===== config.mk =====
export PLATFORM = sky130hd
export DESIGN_NAME = router_pkt_tx
export DESIGN_NICKNAME = d
export VERILOG_FILES = /design/src/rtl/router_pkg.sv /design/src/rtl/pkt_buf.sv /design/src/rtl/router_pkt_tx.sv
export SDC_FILE = /design/constraint.sdc
export NUM_CORES = 1
export LEC_CHECK = 0
export BUFFER_PORTS_ARGS = -buffer_cell sky130_fd_sc_hd__clkbuf_2
export CORE_MARGIN = 2
export CORE_UTILIZATION = 65
export CTS_CLUSTER_DIAMETER = 60
export DETAILED_ROUTE_END_ITERATION = 10
export GPL_ROUTABILITY_DRIVEN = 0
export PLACE_DENSITY = 0.82
export SLEW_MARGIN = 20
export SYNTH_ARGS = -nofsm -noshare
export SYNTH_HDL_FRONTEND = slang
export SYNTH_SLANG_ARGS = --single-unit

===== constraint.sdc =====
create_clock -name clock -period 6.5 [get_ports clock]
set_clock_uncertainty 0.1 [all_clocks]
set_input_delay 0.65 -clock clock [delete_from_list [all_inputs] [get_ports clock]]
set_output_delay 0.65 -clock clock [all_outputs]
set_load 0.02 [all_outputs]

===== src/rtl/router_pkg.sv =====
// -----------------------------------------------------------------------------
// router_pkg
// Shared definitions for the router packet transmitter.
//   - state_e    : transmitter FSM states
//   - header layout: {len[5:0], dest[1:0]}
//   - MAX_LEN    : largest legal payload length, which sets the buffer depth
//   - DEST_ILLEGAL : destination code the router does not implement
//   - helpers to build a header byte and to classify a command
// -----------------------------------------------------------------------------
package router_pkg;

  typedef enum logic [2:0] {
    ST_IDLE,
    ST_LOAD,
    ST_HEADER,
    ST_PAYLOAD,
    ST_PARITY,
    ST_GAP
  } state_e;

  // Header byte field positions.
  localparam int LEN_MSB  = 7;
  localparam int LEN_LSB  = 2;
  localparam int DEST_MSB = 1;

  localparam int MAX_LEN   = 63;
  localparam int BUF_DEPTH = MAX_LEN + 1;
  localparam int IDX_W     = 6;

  localparam logic [1:0] DEST_ILLEGAL = 2'b11;

  function automatic logic [7:0] make_header(input logic [IDX_W-1:0] len,
                                             input logic [1:0]       dest);
    logic [7:0] hdr;
    hdr                   = '0;
    hdr[LEN_MSB:LEN_LSB]  = len;
    hdr[DEST_MSB:0]       = dest;
    return hdr;
  endfunction

  function automatic logic cmd_legal(input logic [1:0]       dest,
                                     input logic [IDX_W-1:0] len);
    return (dest != DEST_ILLEGAL) && (len != '0);
  endfunction

endpackage


===== src/rtl/pkt_buf.sv =====
// -----------------------------------------------------------------------------
// pkt_buf
// Payload buffer for one packet: BUF_DEPTH x 8 register file with a
// synchronous write port and an asynchronous (combinational) read port.
// Ports:
//   clk_i    : clock
//   we_i     : write enable
//   waddr_i  : write index
//   wdata_i  : write byte
//   raddr_i  : read index
//   rdata_o  : byte stored at raddr_i (same cycle)
// -----------------------------------------------------------------------------
module pkt_buf
  import router_pkg::*;
(
  input  logic             clk_i,
  input  logic             we_i,
  input  logic [IDX_W-1:0] waddr_i,
  input  logic [7:0]       wdata_i,
  input  logic [IDX_W-1:0] raddr_i,
  output logic [7:0]       rdata_o
);

  logic [7:0] mem_q [BUF_DEPTH];

  // NOTE: the storage array has no reset; every entry a packet reads is
  // written during that packet's LOAD phase first, so stale contents after
  // reset are never observed.
  always_ff @(posedge clk_i) begin
    if (we_i) begin
      mem_q[waddr_i] <= wdata_i;
    end
  end

  assign rdata_o = mem_q[raddr_i];

endmodule


===== src/rtl/router_pkt_tx.sv =====
// -----------------------------------------------------------------------------
// router_pkt_tx
// Packet transmitter driving the router input port. A command (dest, len)
// is accepted, len payload bytes are buffered from a valid/ready stream,
// then header, payload and parity bytes are sent back-to-back under the
// router's busy back-pressure, followed by GAP_CYCLES idle cycles.
// Parameters:
//   GAP_CYCLES     : idle cycles forced between packets (0..15)
// Ports:
//   clock, reset   : system clock, asynchronous active-high reset
//   cmd_valid/ready, cmd_dest, cmd_len, inject_par_err : command interface
//   pl_valid/ready, pl_data                            : payload stream
//   busy           : router stall; presented byte held while high
//   pkt_valid      : high for header/payload bytes, low for parity
//   data_out       : byte to the router
//   tx_done        : one-cycle pulse after the parity byte is taken
//   cmd_err        : one-cycle pulse after an illegal command is consumed
// -----------------------------------------------------------------------------
module router_pkt_tx #(
  parameter int unsigned GAP_CYCLES = 2
) (
  input  logic       clock,
  input  logic       reset,
  input  logic       cmd_valid,
  output logic       cmd_ready,
  input  logic [1:0] cmd_dest,
  input  logic [5:0] cmd_len,
  input  logic       pl_valid,
  output logic       pl_ready,
  input  logic [7:0] pl_data,
  input  logic       busy,
  output logic       pkt_valid,
  output logic [7:0] data_out,
  output logic       tx_done,
  output logic       cmd_err,
  input  logic       inject_par_err
);

  import router_pkg::*;

  // Last value of the gap counter; unused when GAP_CYCLES is 0.
  localparam logic [3:0] GAP_LAST = 4'(GAP_CYCLES - 1);

  state_e           state_q;
  logic [IDX_W-1:0] len_q;
  logic [1:0]       dest_q;
  logic             inj_q;
  logic [7:0]       parity_q;
  logic [IDX_W-1:0] wr_idx_q;
  logic [IDX_W-1:0] rd_idx_q;
  logic [3:0]       gap_cnt_q;

  logic             pkt_valid_q;
  logic [7:0]       data_q;
  logic             tx_done_q;
  logic             cmd_err_q;

  logic             buf_we;
  logic [7:0]       buf_rdata;
  logic [7:0]       hdr_d;
  logic [7:0]       cmd_hdr_d;
  logic [7:0]       par_byte_d;

  assign cmd_ready  = (state_q == ST_IDLE);
  assign pl_ready   = (state_q == ST_LOAD);
  assign buf_we     = pl_ready && pl_valid;

  assign hdr_d      = make_header(len_q, dest_q);
  assign cmd_hdr_d  = make_header(cmd_len, cmd_dest);
  assign par_byte_d = parity_q ^ {8{inj_q}};

  pkt_buf u_buf (
    .clk_i   (clock),
    .we_i    (buf_we),
    .waddr_i (wr_idx_q),
    .wdata_i (pl_data),
    .raddr_i (rd_idx_q),
    .rdata_o (buf_rdata)
  );

  // The output register always holds the byte currently offered to the
  // router. On an accepted edge (!busy) it is reloaded with the next byte,
  // so the router side never sees a bubble between header and parity.
  // rd_idx_q is the index of the next payload byte to load; it reaches len
  // exactly when the last payload byte is on the wire (no 6-bit wrap).
  // NOTE: all state here is sequential and uses non-blocking assignments so
  // every term on the right-hand side is the value from before the edge.
  always_ff @(posedge clock or posedge reset) begin
    if (reset) begin
      state_q     <= ST_IDLE;
      len_q       <= '0;
      dest_q      <= '0;
      inj_q       <= 1'b0;
      parity_q    <= '0;
      wr_idx_q    <= '0;
      rd_idx_q    <= '0;
      gap_cnt_q   <= '0;
      pkt_valid_q <= 1'b0;
      data_q      <= '0;
      tx_done_q   <= 1'b0;
      cmd_err_q   <= 1'b0;
    end else begin
      // Pulses default low and are raised for a single cycle below.
      tx_done_q <= 1'b0;
      cmd_err_q <= 1'b0;

      case (state_q)
        ST_IDLE: begin
          if (cmd_valid) begin
            if (cmd_legal(cmd_dest, cmd_len)) begin
              len_q    <= cmd_len;
              dest_q   <= cmd_dest;
              inj_q    <= inject_par_err;
              parity_q <= cmd_hdr_d;
              wr_idx_q <= '0;
              state_q  <= ST_LOAD;
            end else begin
              cmd_err_q <= 1'b1;
            end
          end
        end

        ST_LOAD: begin
          if (pl_valid) begin
            parity_q <= parity_q ^ pl_data;
            wr_idx_q <= wr_idx_q + 6'd1;
            if (wr_idx_q == len_q - 6'd1) begin
              data_q      <= hdr_d;
              pkt_valid_q <= 1'b1;
              rd_idx_q    <= '0;
              state_q     <= ST_HEADER;
            end
          end
        end

        ST_HEADER: begin
          if (!busy) begin
            data_q   <= buf_rdata;
            rd_idx_q <= rd_idx_q + 6'd1;
            state_q  <= ST_PAYLOAD;
          end
        end

        ST_PAYLOAD: begin
          if (!busy) begin
            if (rd_idx_q == len_q) begin
              data_q      <= par_byte_d;
              pkt_valid_q <= 1'b0;
              state_q     <= ST_PARITY;
            end else begin
              data_q   <= buf_rdata;
              rd_idx_q <= rd_idx_q + 6'd1;
            end
          end
        end

        ST_PARITY: begin
          if (!busy) begin
            tx_done_q <= 1'b1;
            data_q    <= '0;
            gap_cnt_q <= '0;
            state_q   <= (GAP_CYCLES == 0) ? ST_IDLE : ST_GAP;
          end
        end

        ST_GAP: begin
          if (gap_cnt_q == GAP_LAST) begin
            state_q <= ST_IDLE;
          end else begin
            gap_cnt_q <= gap_cnt_q + 4'd1;
          end
        end

        default: state_q <= ST_IDLE;
      endcase
    end
  end

  assign pkt_valid = pkt_valid_q;
  assign data_out  = data_q;
  assign tx_done   = tx_done_q;
  assign cmd_err   = cmd_err_q;

endmodule


; ---- Yosys cells after proc, flatten, opt, wreduce, memory -nomap -nowiden
; Memories as Yosys holds them, arrays and structs flattened.
; Index checks and enable logic that the tools add are counted.
; Widths: inputs -> output; s select.
[totals]
elab_cells = 101
input_bits = 22
ramBits = 512
register_bits = 47
output_inout_bits = 13
memories = 1
[classes]
n_addsub = 4
n_mux = 46
eq_ne = 20
reduce_logical = 16
bitwise_logic = 2
[mem_list]
columns = name, words, word_bits, read_ports, rd_clocked_by_memory_dff, wr, line_no
row1 = u_buf.mem_q, 64, 8, 1, 0, 1, pkt_buf.sv:24  ; logic [7:0] mem_q [BUF_DEPTH];
[ops]
columns = cell, n
row1 = $mux 8, 9
row2 = $mux 6, 8
row3 = $pmux 8 s4, 1
row4 = $mux 3, 9
row5 = $ne 2x2->1 const B, 10
row6 = $pmux 3 s6, 1
row7 = $pmux 6 s3, 1
row8 = $pmux 8 s2, 1
row9 = $xor 8x8->8, 2
row10 = $add 6x1->6 const B, 2
row11 = $eq 6x6->1, 2
row12 = $pmux 6 s2, 1
row13 = $reduce_and 6->1, 2
row14 = $mux 1, 11
row15 = $reduce_and 9->1, 1
row16 = $mux 4, 2
row17 = $pmux 4 s2, 1
row18 = $eq 3x2->1 const B, 2
row19 = $eq 3x3->1 const B, 2
row20 = $reduce_and 3->1, 2
row21 = $reduce_bool 2->1, 3
row22 = $reduce_bool 6->1, 1
row23 = $sub 6x1->6 const B, 1
row24 = $reduce_and 5->1, 1
row25 = other kinds (10), 12

; ---- Depth between registers and ports, before layout
; Gate-level depths: netlist of run 1.
[logic_depth]
depth_word = 5
mapped_depth = 10

; ---- By module
; From an unflattened synthesis of run 1, not the netlist that was laid out.
[unflattened]
hier_cells = 1231
hier_area_um2 = 22820.6
[modules_own_cells]
columns = module, n_inst, area_per_inst_um2, cells_each, seq_area_each_um2
row1 = pkt_buf, 1, 20006.7, 932, 15374.7
row2 = router_pkt_tx, 1, 2813.9, 299, 1176.1

; ---- Worst setup path after synthesis of run 1
; OpenSTA, ideal clock, no wires.
[synth_timing]
path_type = reg2reg
startpoint = reg rd_idx_q[0]
endpoint = reg data_q[0], in the netlist data_out[0]
stages_incl_launch_ff = 11
path_slack_ns = 3.669
synth_period_minus_slack_ns = 2.831
setup_ns = 0.128
arrival_time_ns = 2.603
path_cell_list = dfrtp_1 buf_2 buf_2 buf_2 buf_2 mux2i_1 o22ai_1 a2111oi_0 nand3b_1 a41oi_1 mux2_1
[synth_via]
elab_chain_len = 4
word_cells_on_any_way = 6
[synth_lines]
columns = item, line_no
row1 = start: declaration, router_pkt_tx.sv:50  ; logic [IDX_W-1:0] rd_idx_q;
row2 = start signal: assignment, router_pkt_tx.sv:139  ; rd_idx_q <= rd_idx_q + 6'd1;
row3 = start signal: assignment, router_pkt_tx.sv:152  ; rd_idx_q <= rd_idx_q + 6'd1;
row4 = $mem_v2 64x8 or $eq 6x6->1 (tied branches), -
row5 = $mux 8, router_pkt_tx.sv:146  ; if (rd_idx_q == len_q) begin
row6 = $mux 8, router_pkt_tx.sv:145  ; if (!busy) begin
row7 = $pmux 8 s4 *, router_pkt_tx.sv:107  ; case (state_q)
row8 = end signal: assignment, router_pkt_tx.sv:128  ; data_q <= hdr_d;
row9 = end signal: assignment, router_pkt_tx.sv:147  ; data_q <= par_byte_d;
row10 = end signal: assignment, router_pkt_tx.sv:151  ; data_q <= buf_rdata;
row11 = end: declaration, router_pkt_tx.sv:54  ; logic [7:0] data_q;
; Mark *: on every way between the ends. The rest lies on a longest branch, timed or not. The select of a mux whose other input is x is not followed.
; A chain may end at the register's enable or synchronous reset.

; ---- Worst setup path in the final report of run 1
[layout_timing]
startpoint = reg rd_idx_q[2]
endpoint = reg data_q[2], in the netlist data_out[2]
; Same word-level chain as after synthesis.

==> results of run 1 <==
==> cell type report <==
type | count | area (um^2) | share of cell area, %
diodes | 1 | 2.50 | 0.0101
clock buffers | 60 | 1370 | 5.54
well taps | 455 | 569 | 2.30
clock inverters | 36 | 265 | 1.07
flip-flops and latches | 559 | 16600 | 66.8
repair buffers | 55 | 328 | 1.32
inverters | 8 | 31.3 | 0.126
multi-input cells | 629 | 5660 | 22.8
==> power by group through the flow <==
stage / clock (mW) / combinational [mW] / sequential (mW)
global route: 3.08 / 2.34 / 4.41
floorplan: 0 / 1.66 / 4.30
CTS: 2.94 / 2.19 / 4.38
global placement: 0 / 2.10 / 4.44
detailed placement: 0 / 2.16 / 4.45
finish: 2.94 / 2.21 / 4.39
==> through the flow <==
step           std cells  power (mW)  worst slack [ns]  area [um^2]  hold WS, ns
6_report            1803        9.53              2.85        24800        0.129
3_3_place_gp        1706        6.54              3.04        23100        0.366
5_1_grt             1802        9.83              2.61        24800        0.181
2_1_floorplan       1273        5.96              3.67        22600        0.346
4_1_cts             1802        9.51              2.88        24800        0.193
3_5_place_dp        1706        6.61              3.00        23100        0.372
==> metal layers <==
| layer | vias to the layer above | wire length, um |
|---|---|---|
| li1 | 5179 | - |
| met1 | 6394 | 19300 |
| met2 | 934 | 27000 |
| met3 | 149 | 5630 |
| met4 | 0 | 2380 |
| met5 | - | 0 |
==> how the worst max path moves through the flow <==
stage,startpoint,to,cells past startpoint
after global routing,rd_idx_q[0]$_DFFE_PP0P_,data_out[2]$_DFFE_PP0P_,7
after CTS,rd_idx_q[0]$_DFFE_PP0P_,data_out[5]$_DFFE_PP0P_,7
final,rd_idx_q[2]$_DFFE_PP0P_,data_out[2]$_DFFE_PP0P_,7
after global placement,rd_idx_q[0]$_DFFE_PP0P_,data_out[0]$_DFFE_PP0P_,7
after floorplan,rd_idx_q[0]$_DFFE_PP0P_,data_out[0]$_DFFE_PP0P_,10
after detailed placement,rd_idx_q[2]$_DFFE_PP0P_,data_out[7]$_DFFE_PP0P_,7
==> cells in the final DEF (no fill, tap or decap), types with 25 or more instances in the layout <==
cell type,count
nand4_1,25
mux2i_1,64
clkbuf_16,54
nor2_1,95
nand2_1,65
o21ai_0,29
dfrtp_1,44
mux4_2,96
edfxtp_1,512
clkbuf_2,34
==> worst reg2reg max path: cells and delay by family, from the launching register on <==
kind	cells	cell delay (ns)
flip-flops	1	1.04
AND/OR/NAND/NOR	1	0.18
AO/OA/AOI/OAI	3	0.80
multiplexers	2	0.77
buffers and inverters	1	0.64
==> registers in the layout (all words and copies together) (netlist names) <==
register and flops:
cmd_err 1, data_out 8, dest_q 2, gap_cnt_q 4, inj_q 1, len_q 6
parity_q 8, pkt_valid 1, rd_idx_q 6, state_q 3, tx_done 1, u_buf.mem_q 512
wr_idx_q 6
==> cells by family after synthesis <==
group,after synthesis,share of synthesized area [%]
AO/OA/AOI/OAI,165,5.25
XOR/XNOR,25,0.970
adder cells (fa/ha/maj),5,0.277
buffers and inverters,85,1.73
flip-flops,559,73.3
multiplexers,167,12.8
AND/OR/NAND/NOR,267,5.66
==> flow_summary.toml, run 1 <==
[outcome]
status = "complete, no violations"

[critical_path]
start_kind = "flip-flop"
endpoint_kind = "flip-flop"
crit_path_top_delay_cell = "dfrtp_2"
path_cells = "buf_4 -> mux4_2 -> a22o_1 -> a2111oi_0 -> nand3b_1 -> a31oi_1 -> mux2_1"
worstPathArrival_ns = 4.00
critPathBufInv = 1
critPathKind = "flip-flop to flip-flop"
cpPeakStageDelay_ns = 1.04
reg2reg_from = "rd_idx_q[2]$_DFFE_PP0P_"
reg2reg_depth = 7
critPathTopFamily = "flip-flops"
r2r-end = "data_out[2]$_DFFE_PP0P_"
path_max_fanout = 38
r2r_setup_slack_ns = 2.85
crit_required_ns = 6.85

[logic_synthesis]
synth_nets = 1300
synthCells = 1273
synth_area_mm2 = 0.0226
synth.top_cell.area_share_pct = 68.1
yosys.cell_types.count = 62
synthFlopType = "edfxtp_1"
synth-seq-area-share_pct = 73.3
synth-seq-cells = 559
ys.warnings.count = 0
synthTopCellsByArea = "edfxtp_1, mux4_2, dfrtp_1, mux2i_1, nor2_1"
synth.most_common_cell = "edfxtp_1"
async_reset_ff_share_pct = 8.41
synth_edf_count = 512
synth_area_per_cell_um2 = 17.7
ys_top_cells_by_count = "edfxtp_1, mux4_2, nor2_1"
synth_area_leader_cell = "edfxtp_1"

[route]
wl_um = 54300
drc = 0
first_pass_iters = 5
drt_iter0_drc = 1897
vias = 12700
post_drt_via_cell_ratio = 7.02
wl_per_cell_um = 30.1
ant_nets = 0

[power_and_ir_drop]
p_leak_nw = 7.90
p_sw_share_pct = 30.2
ir_worst_vdd_v = 0.000418
power_frac_clock_pct = 30.8
p_comb_share_pct = 23.2
p_seq_share_pct = 46.0
p_int_mw = 6.65
p_per_area_mw_per_mm2 = 385
power.switching_mw = 2.88

[clock_network]
cts_root_buffer = "clkbuf_16"
cts.sinks = 559
ctsHoldBuffers = 0
cts_resized = 0
cts_buffers = 54
insertion_delay_ns = 0.59
cts_setup_buffers = 0
cts_htree_levels = 2
clk_pin_slew_ns = 0.06
clockBufferDepth = 3
cts_tree = "built"

[grt]
use_met3_pct = 5.98
grt_max_degree = 67
overflow = 0
met1_usage_pct = 41.9
grt_use_met2_pct = 49.7
grt_pass1_vias = 12300
grt_pass1_wl_um = 80000
track_usage_pct = 30.8
grt.busiest_layer = "met2"
grt_antenna_before_repair = 1

[timing]
rsz0062_at_grt = "false"
finalSetupViolations = 0
hold_viol = 0
maxSlewViolCount = 0
period_needed_ns = 3.65
worst-slew-pin-transition_ns = 1.10
finalCritPeriodShare_pct = 56.1
fin_tns_setup_ns = 0
fmax_ghz = 0.274
max_slew_margin_pct = 26.7

[hold_path]
hold_path.class = "input pin to async pin"

[die]
design.core.area_mm2 = 0.0344
io_pins = 35
initial_core_util_pct = 65.7
rows = 68
die-area_mm2 = 0.0362
die_y_um = 190
die_w_um = 190

[final_layout]
nets = 1334
drive_gt1_share_pct = 18.3
area_growth_syn_to_layout_pct = 9.78
n_fill_cell = 2017
post-route-util_pct = 72.1

[job]
cap_violations = 0

[placement]
hpwl_um = 32200
port_buffers = 34
(Power assumes the default switching activity.)
==> run 2: changes to the inputs <==
--- a/config.mk
+++ b/config.mk
@@ -7,11 +7,11 @@
 export LEC_CHECK = 0
 export BUFFER_PORTS_ARGS = -buffer_cell sky130_fd_sc_hd__clkbuf_2
 export CORE_MARGIN = 2
-export CORE_UTILIZATION = 65
+export CORE_UTILIZATION = 56
 export CTS_CLUSTER_DIAMETER = 60
 export DETAILED_ROUTE_END_ITERATION = 10
 export GPL_ROUTABILITY_DRIVEN = 0
-export PLACE_DENSITY = 0.82
+export PLACE_DENSITY = 0.75
 export SLEW_MARGIN = 20
 export SYNTH_ARGS = -nofsm -noshare
 export SYNTH_HDL_FRONTEND = slang
==> constraint.sdc (replaced) <==
create_clock -name clock -period 3.3 [get_ports clock]
set_clock_uncertainty 0.1 [all_clocks]
set_input_delay 0.33 -clock clock [delete_from_list [all_inputs] [get_ports clock]]
set_output_delay 0.33 -clock clock [all_outputs]
set_load 0.02 [all_outputs]
==> run 2 against run 1 <==
Setup slack got worse by 2.5 ns. Clock-buffer cell count rose by 11. Combinational power rose by 100%. Core utilization fell by 7.1 points. Die area rose by 16%. Total power rose by 100%. Sequential share of layout area fell by 2.7 points.
==> flow_summary.toml, run 2 (synthesis results as in run 1) <==
[route]
post_drt_via_cell_ratio = 6.36
drt_iter0_drc = 1351
vias = 12600
wl_per_cell_um = 26.4
drc = 0
first_pass_iters = 5
ant_nets = 0
wl_um = 52200

[final_layout]
n_fill_cell = 2656
drive_gt1_share_pct = 23.2
register_area_mm2 = 0.0166
largest_reg_flops = 512
antennaDiodeCount = 0
mostFrequentLayoutCell = "edfxtp_1"
nets = 1433
largest-register = "u_buf.mem_q"
final_cell_mix = "edfxtp_1, buf_4, mux4_2, nor2_1, nand2_1"
multi_input_area_mm2 = 0.00565
area_growth_syn_to_layout_pct = 14.4

[die]
die-area_mm2 = 0.0419
initial_core_util_pct = 56.8
die_w_um = 205
design.core.area_mm2 = 0.0397
io_pins = 35
rows = 73
die_y_um = 205

[clock_network]
ctsHoldBuffers = 11
clk_pin_slew_ns = 0.06
cts_resized = 0
cts_tree = "built"
cts_setup_buffers = 0
cts_htree_levels = 2
clockBufferDepth = 3
insertion_delay_ns = 0.60
cts_root_buffer = "clkbuf_16"
cts_buffers = 55
cts.sinks = 559

[timing]
finalCritPeriodShare_pct = 89.4
hold_viol = 0
finalSetupViolations = 0
worst-slew-pin-transition_ns = 1.00
max_slew_margin_pct = 33.2
worst_slack_ns = 0.351
rsz0062_at_grt = "false"
period_needed_ns = 2.95
fmax_ghz = 0.339
fin_tns_setup_ns = 0
maxSlewViolCount = 0
whs_ns = 0.0400

[placement]
hpwl_um = 33300
pre_cts_slack_ns = 0.394
port_buffers = 34

[critical_path]
worstPathArrival_ns = 3.33
endpoint_kind = "flip-flop"
start_kind = "flip-flop"
critPathKind = "flip-flop to flip-flop"
reg2reg_depth = 7
crit_required_ns = 3.68
path_max_fanout = 28

[grt]
grt_pass1_vias = 12600
overflow = 0
grt_antenna_before_repair = 1
track_usage_pct = 25.7
grt_pass1_wl_um = 79100
grt_max_degree = 67

[power_and_ir_drop]
fin_total_pwr_mw = 19.1
ir_worst_vdd_v = 0.000495
p_leak_nw = 8.48
p_per_area_mw_per_mm2 = 738

[job]
cap_violations = 0

[hold_path]
hold_path.class = "input pin to flip-flop"
hold_depth = 3

[outcome]
status = "complete, no violations"
==> run 2: cell types whose count changed in the layout (fill, tap and decap cells not counted), moves of 8 or more <==
cell	change
dlygate4sd3_1	+11
clkbuf_1	+10
clkinv_1	-8
buf_12	+11
buf_4	+76
==> run 2: cell type report <==
cell class	count	area share, %
multi-input cells	629	21.9
flip-flops and latches	559	64.1
well taps	525	2.54
inverters	8	0.121
clock buffers	71	5.56
repair buffers	153	4.76
clock inverters	31	1.07
==> run 2: where the power goes <==
group          leakage (nW)  total [mW]  internal [mW]  switching (mW)
Sequential             5.18        8.58           8.10           0.481
Combinational          2.46        4.52           1.98            2.55
Clock                 0.835        5.96           3.40            2.57
Total                  8.48        19.1           13.5            5.60
==> run 2: path summary, 6_finish.rpt <==
| kind | endpoint | start | slack [ns] |
|---|---|---|---|
| min in group asynchronous | gap_cnt_q[0]$_DFFE_PP0P_ | reset | 0.31 |
| max in group asynchronous | rd_idx_q[0]$_DFFE_PP0P_ | reset | 2.19 |
| hold reg to reg | dest_q[0]$_DFFE_PP0P_ | dest_q[0]$_DFFE_PP0P_ | 0.41 |
| setup reg to reg | data_out[0]$_DFFE_PP0P_ | rd_idx_q[2]$_DFFE_PP0P_ | 0.35 |
| hold / removal | cmd_err$_DFF_PP0_ | cmd_valid | 0.04 |
| setup / recovery | data_out[0]$_DFFE_PP0P_ | rd_idx_q[2]$_DFFE_PP0P_ | 0.35 |
==> run 2: through the flow <==
step | utilization (%) | area [um^2] | instances
finish | 65.0 | 25800 | 1976
global placement | 60.4 | 24000 | 1863
floorplan | - | 22600 | 1273
global route | 65.0 | 25800 | 1976
detailed placement | 60.4 | 24000 | 1863
CTS | 65.0 | 25800 | 1976
==> run 2: worst max-delay path, stage by stage, from the launching register on <==
cell and delay (ns):
dfrtp_2 0.77, buf_12 0.29, buf_12 0.16, mux4_2 0.31, a22o_1 0.28, o221ai_1 0.40
a41oi_1 0.17, mux2_1 0.32
==> run 2: layer usage <==
metal  track usage [%]  part of all wire [%]  up-vias  wire, um
met1              36.0                    39     6491     20500
met3              4.23                   8.8       79      4600
li1                  -                     -     5376         -
met5                 0                     0        -         0
met4              7.95                   2.6        0      1330
met2              41.8                    49      631     25800
